**config.mk**
```make
export PLATFORM = sky130hd
export DESIGN_NAME = mod_counter
export DESIGN_NICKNAME = d
export VERILOG_FILES = /design/src/rtl/mod_counter_pkg.sv /design/src/rtl/mod_counter.sv
export SDC_FILE = /design/constraint.sdc
export NUM_CORES = 1
export LEC_CHECK = 0
export ABC_CLOCK_PERIOD_IN_PS = 2160
export CAP_MARGIN = 20
export CORE_AREA = 3 3 40 42
export DETAILED_ROUTE_END_ITERATION = 12
export DIE_AREA = 0 0 43 45
export PLACE_DENSITY_LB_ADDON = 0.05
export SLEW_MARGIN = 10
export SYNTH_ARGS = -nofsm -noshare
export SYNTH_HDL_FRONTEND = slang
export SYNTH_SLANG_ARGS = --single-unit
```
**constraint.sdc**
```tcl
create_clock -name clk -period 2.16 [get_ports clk]
set_input_delay 0.216 -clock clk [delete_from_list [all_inputs] [get_ports clk]]
set_output_delay 0.216 -clock clk [all_outputs]
set_load 0.01 [all_outputs]
```
**src/rtl/mod_counter_pkg.sv**
```systemverilog
// rtl/mod_counter_pkg.sv - shared counter mode constants and parameter legality check
//
// Purpose : mode constants for the SATURATE parameter of parametrised counters,
//           plus an elaboration-time legality macro reusable by other
//           parametrised register blocks.
// Ports   : none (package).

`ifndef MOD_COUNTER_PKG_SV
`define MOD_COUNTER_PKG_SV

// Elaboration-time parameter check: instantiates a named generate block that
// raises $error when the condition does not hold. Use at module scope.
`define COUNTER_PARAM_CHECK(label, cond, msg) \
  if (!(cond)) begin : label \
    $error(msg); \
  end

package mod_counter_pkg;

  localparam int CNT_WRAP = 0;
  localparam int CNT_SAT  = 1;

  // Number of flag bits carried alongside the count by next_count.
  localparam int CNT_FLAG_BITS = 3;

endpackage

`endif

```
**src/rtl/mod_counter.sv**
```systemverilog
// rtl/mod_counter.sv - parametrised up/down modulus counter with load and flags
//
// Purpose : iteration/step counter with up/down count, programmable modulus,
//           parallel load, wrap or saturate mode, terminal-count decodes and
//           one-cycle event flags.
// Ports   :
//   clk     in   1      clock, rising edge
//   rst     in   1      synchronous active-high reset
//   c_up    in   1      count-up request
//   c_dn    in   1      count-down request
//   ld      in   1      parallel-load strobe (priority over counting)
//   din     in   WIDTH  load value
//   out     out  WIDTH  registered count
//   tc_up   out  1      out == MODULO-1 (combinational)
//   tc_dn   out  1      out == 0 (combinational)
//   wrap    out  1      registered pulse after a boundary wrap
//   sat     out  1      registered pulse after a blocked count (SATURATE=1)
//   ld_err  out  1      registered pulse after an out-of-range load

module mod_counter
  import mod_counter_pkg::*;
#(
  parameter int WIDTH     = 4,
  parameter int MODULO    = 16,
  parameter int SATURATE  = CNT_WRAP,
  parameter int RESET_VAL = 0
) (
  input  logic             clk,
  input  logic             rst,
  input  logic             c_up,
  input  logic             c_dn,
  input  logic             ld,
  input  logic [WIDTH-1:0] din,
  output logic [WIDTH-1:0] out,
  output logic             tc_up,
  output logic             tc_dn,
  output logic             wrap,
  output logic             sat,
  output logic             ld_err
);

  `COUNTER_PARAM_CHECK(g_chk_width, (WIDTH >= 2) && (WIDTH <= 16),
                       "mod_counter: WIDTH must be in 2..16")
  `COUNTER_PARAM_CHECK(g_chk_modulo, (MODULO >= 2) && (MODULO <= (1 << WIDTH)),
                       "mod_counter: MODULO must be in 2..2**WIDTH")
  `COUNTER_PARAM_CHECK(g_chk_mode, (SATURATE == CNT_WRAP) || (SATURATE == CNT_SAT),
                       "mod_counter: SATURATE must be CNT_WRAP or CNT_SAT")
  `COUNTER_PARAM_CHECK(g_chk_reset, (RESET_VAL >= 0) && (RESET_VAL < MODULO),
                       "mod_counter: RESET_VAL must be below MODULO")

  // Bounds held in WIDTH+1 bits so MODULO == 2**WIDTH is representable and
  // compares never roll over at 2**WIDTH.
  localparam logic [WIDTH:0]   MOD_EXT = (WIDTH+1)'(MODULO);
  localparam logic [WIDTH:0]   MAX_EXT = (WIDTH+1)'(MODULO - 1);
  localparam logic [WIDTH-1:0] MAX_VAL = WIDTH'(MODULO - 1);
  localparam logic [WIDTH-1:0] RST_VAL = WIDTH'(RESET_VAL);

  // Returns {ld_err, sat, wrap, value} for one non-reset edge.
  function automatic logic [WIDTH+CNT_FLAG_BITS-1:0] next_count(
    input logic [WIDTH-1:0] cur,
    input logic             ld_i,
    input logic [WIDTH-1:0] din_i,
    input logic             up_i,
    input logic             dn_i
  );
    logic [WIDTH:0]   cur_ext;
    logic [WIDTH-1:0] val;
    logic             f_wrap;
    logic             f_sat;
    logic             f_err;
    cur_ext = {1'b0, cur};
    val     = cur;
    f_wrap  = 1'b0;
    f_sat   = 1'b0;
    f_err   = 1'b0;
    if (ld_i) begin
      // din is only looked at in a load cycle, so an undriven din cannot leak X.
      if ({1'b0, din_i} < MOD_EXT) begin
        val = din_i;
      end else begin
        val   = MAX_VAL;
        f_err = 1'b1;
      end
    end else if (up_i && !dn_i) begin
      if (cur_ext < MAX_EXT) begin
        val = WIDTH'(cur_ext + 1'b1);
      end else if (SATURATE == CNT_SAT) begin
        f_sat = 1'b1;
      end else begin
        val    = '0;
        f_wrap = 1'b1;
      end
    end else if (dn_i && !up_i) begin
      if (cur_ext != '0) begin
        val = WIDTH'(cur_ext - 1'b1);
      end else if (SATURATE == CNT_SAT) begin
        f_sat = 1'b1;
      end else begin
        val    = MAX_VAL;
        f_wrap = 1'b1;
      end
    end
    return {f_err, f_sat, f_wrap, val};
  endfunction

  logic [WIDTH+CNT_FLAG_BITS-1:0] nxt;

  always_comb begin
    nxt = next_count(out, ld, din, c_up, c_dn);
  end

  always_ff @(posedge clk) begin
    if (rst) begin
      out    <= RST_VAL;
      wrap   <= 1'b0;
      sat    <= 1'b0;
      ld_err <= 1'b0;
    end else begin
      out    <= nxt[WIDTH-1:0];
      wrap   <= nxt[WIDTH];
      sat    <= nxt[WIDTH+1];
      ld_err <= nxt[WIDTH+2];
    end
  end

  assign tc_up = (out == MAX_VAL);
  assign tc_dn = (out == '0);

endmodule

```
==> metrics.md <==
| Metric | Value |
|---|---|
| Fin worst setup slack | `0.194 ns` |
| Reg-to-reg slack, setup | `0.51 ns` |
| TritonCTS clock tree | `built` |
| Fraction of registers with async set/reset | `0%` |
| IO buf count | `15` |
| Crit Path Category | `reg -> out` |
| Avg Cell Area, Syn | `8.12 µm²` |
| EDFF count, synth | `0` |
| Overflow after GRT | `0` |
| Final RePlAce weighted congestion | `0.814` |
| Ant. Diodes | `0` |
| Clk_lat worst skew | `0.24 ns` |
| Die Ht | `45 µm` |
| Layout cell share with drive strength beyond 1 | `13.4%` |
| Register area share after synthesis | `25.2%` |
| Arrival @ worst endpoint | `1.75 ns` |
| Via-per-instance ratio | `4.98` |
| Total clock sinks | `5` |
| Critical path required time | `1.94 ns` |
| CTS Hold Buffers Added | `0` |
| Pre-CTS setup slack | `0.430 ns` |
| HP Class | `in -> reg` |
| R2r endpoint | `out[3]` |
| H-tree Lvls | `1` |
| Via Count | `408` |
| Synth unique cells | `30` |
| FILL cells | `141` |
| Pwr per Cell Area | `551 nW/µm²` |
| Fin util | `45.6%` |
| Final hold vios | `0` |
| Mapped cell area | `398 µm²` |
| Worst reg2reg startpoint | `out[0]` |
| Crit end category | `output pin` |
| R2R depth | `4` |
| CP startpoint | `out[1]` |
| Vias in the first global route | `379` |
| Max FO, Critical Path | `6` |
| Synth Instances | `49` |
| Clock Skews | `0.00344 ns` |
| Number of nets with antenna violations after routing | `0` |
| First drt pass iteration count | `2` |
| RSZ-0062 raised after global routing | `false` |
| Post-synth top area cell | `dfxtp_1` |
| Starting density of the core | `31.0%` |
| Clock root cell | `clkbuf_4` |
| Area added between synthesis and finish | `47.2%` |
| Power Total | `322 µW` |
| Detailed placement HPWL | `775 µm` |
| Register Area | `100 µm²` |
| Initial antenna violation count | `0` |
| Top post-synthesis cells by area | `dfxtp_1, a21oi_1, ha_1` |
| Top FF cell, synth | `dfxtp_1` |
| Pin count of the biggest net entering global routing | `9` |
| CTS buffer count | `3` |
| WL final | `928 µm` |
| Setup TNS Final | `0 ns` |
| First-pass GRT wire length | `1570 µm` |
| Hold slack final | `0.525 ns` |
| Yosys warns | `0` |
| Die Wd | `43 µm` |
| GRT Total Usage | `10.8%` |
| Core area | `1280 µm²` |
| Crit path to | `tc_dn` |
| # Post-CTS Setup Buffers | `0` |
| Synth cell count leaders | `a21oi_1, dfxtp_1, inv_1` |
| Area of the multi-input gates | `264 µm²` |
| Iter 0 DRT Violations | `6` |
| Period utilisation layout | `91.0%` |
| VDD IR max | `333 µV` |
| Critical path startpoint category | `register` |
| Top cell type's share of synthesized area | `25.2%` |
| Outcome | `finished, final reports clean` |
| Die area | `1940 µm²` |
| Max Slew Vio Count | `0` |
| PostCTS Resize Cnt | `0` |
| Row cnt | `13` |
| WL per Instance | `11.3 µm` |
| Count of final setup violators | `0` |
| Final Critical Period | `1.97 ns` |
| Clk pin slew, worst setup/hold paths | `0.04 ns` |
| Leakage Power | `0.225 nW` |
| Max Clk Rate | `0.509 GHz` |
| Number of synthesized register bits | `5` |
| Drt drc | `0` |
| Maximum clock insertion buffer count | `2` |
| Max-cap violations | `0` |
| Io pins | `18` |
| Nets | `79` |
==> state kept, by name, indices dropped and copies added, names as in the netlist <==
register	count
wrap	1
out	4
==> placed cells by master (no fill, tap or decap), types with 2 or more instances in the layout <==
cell type / count
a22oi_1: 2
inv_1: 5
clkdlybuf4s50_1: 15
conb_1: 2
nor3_1: 2
dfxtp_1: 5
nor2_1: 2
clkbuf_4: 3
nor2b_1: 2
a21oi_1: 5
ha_1: 2
nand2_1: 2
==> worst max-delay path, stage by stage, from the launching register on <==
cell             delay (ns)
dfxtp_1                0.35
inv_1                  0.11
ha_1                   0.19
nor3b_2                0.27
clkdlybuf4s50_1        0.59
==> routing by layer <==
metal | vias to the layer above | share of wire [%] | track usage, %
met5 | - | 0 | 0
met4 | 0 | 0 | 5.42
met3 | 0 | 6.6 | 4.38
met2 | 14 | 50 | 18.0
met1 | 182 | 44 | 12.0
li1 | 212 | - | -
==> through the flow <==
| step | cells | cell area (µm²) |
|---|---|---|
| floorplan | 50 | 402 |
| global placement | 78 | 559 |
| detailed placement | 78 | 559 |
| CTS | 82 | 586 |
| global route | 82 | 586 |
| finish | 82 | 586 |
==> worst min-delay path by stage <==
stage | cells past startpoint | slack [ns] | endpoint | from
floorplan | 1 | 0.28 | out[3] | rst
global placement | 2 | 0.56 | out[0] | out[0]
detailed placement | 2 | 0.57 | out[0] | out[0]
CTS | 3 | 0.52 | out[1] | din[1]
global route | 3 | 0.55 | out[1] | din[1]
finish | 3 | 0.52 | out[1] | din[1]
==> report_power, final <==
| group | leakage [nW] | switching (mW) | internal, mW |
|---|---|---|---|
| combinational | 0.169 | 0.0455 | 0.0581 |
| clock | 0.0150 | 0.0352 | 0.0696 |
| sequential | 0.0413 | 0.0135 | 0.100 |
==> cell type report <==
cell class,count,share of cell area [%]
tap,15,3.21
inverter,5,3.21
clock buffer,4,4.49
timing repair buffer,16,26.9
multi-input combinational,37,45.1
sequential,5,17.1
==> logic make-up after synthesis <==
logic type      count (synthesis)  synth area share, %
compound gates                 14                 25.8
xor+xnor                        2                 4.40
fa+ha+maj                       2                 6.29
buf+inv                         8                 9.43
flops                           5                 25.2
other cells                     1                0.942
simple gates                   17                 28.0
Note: power is estimated with default switching activity, not from simulation.
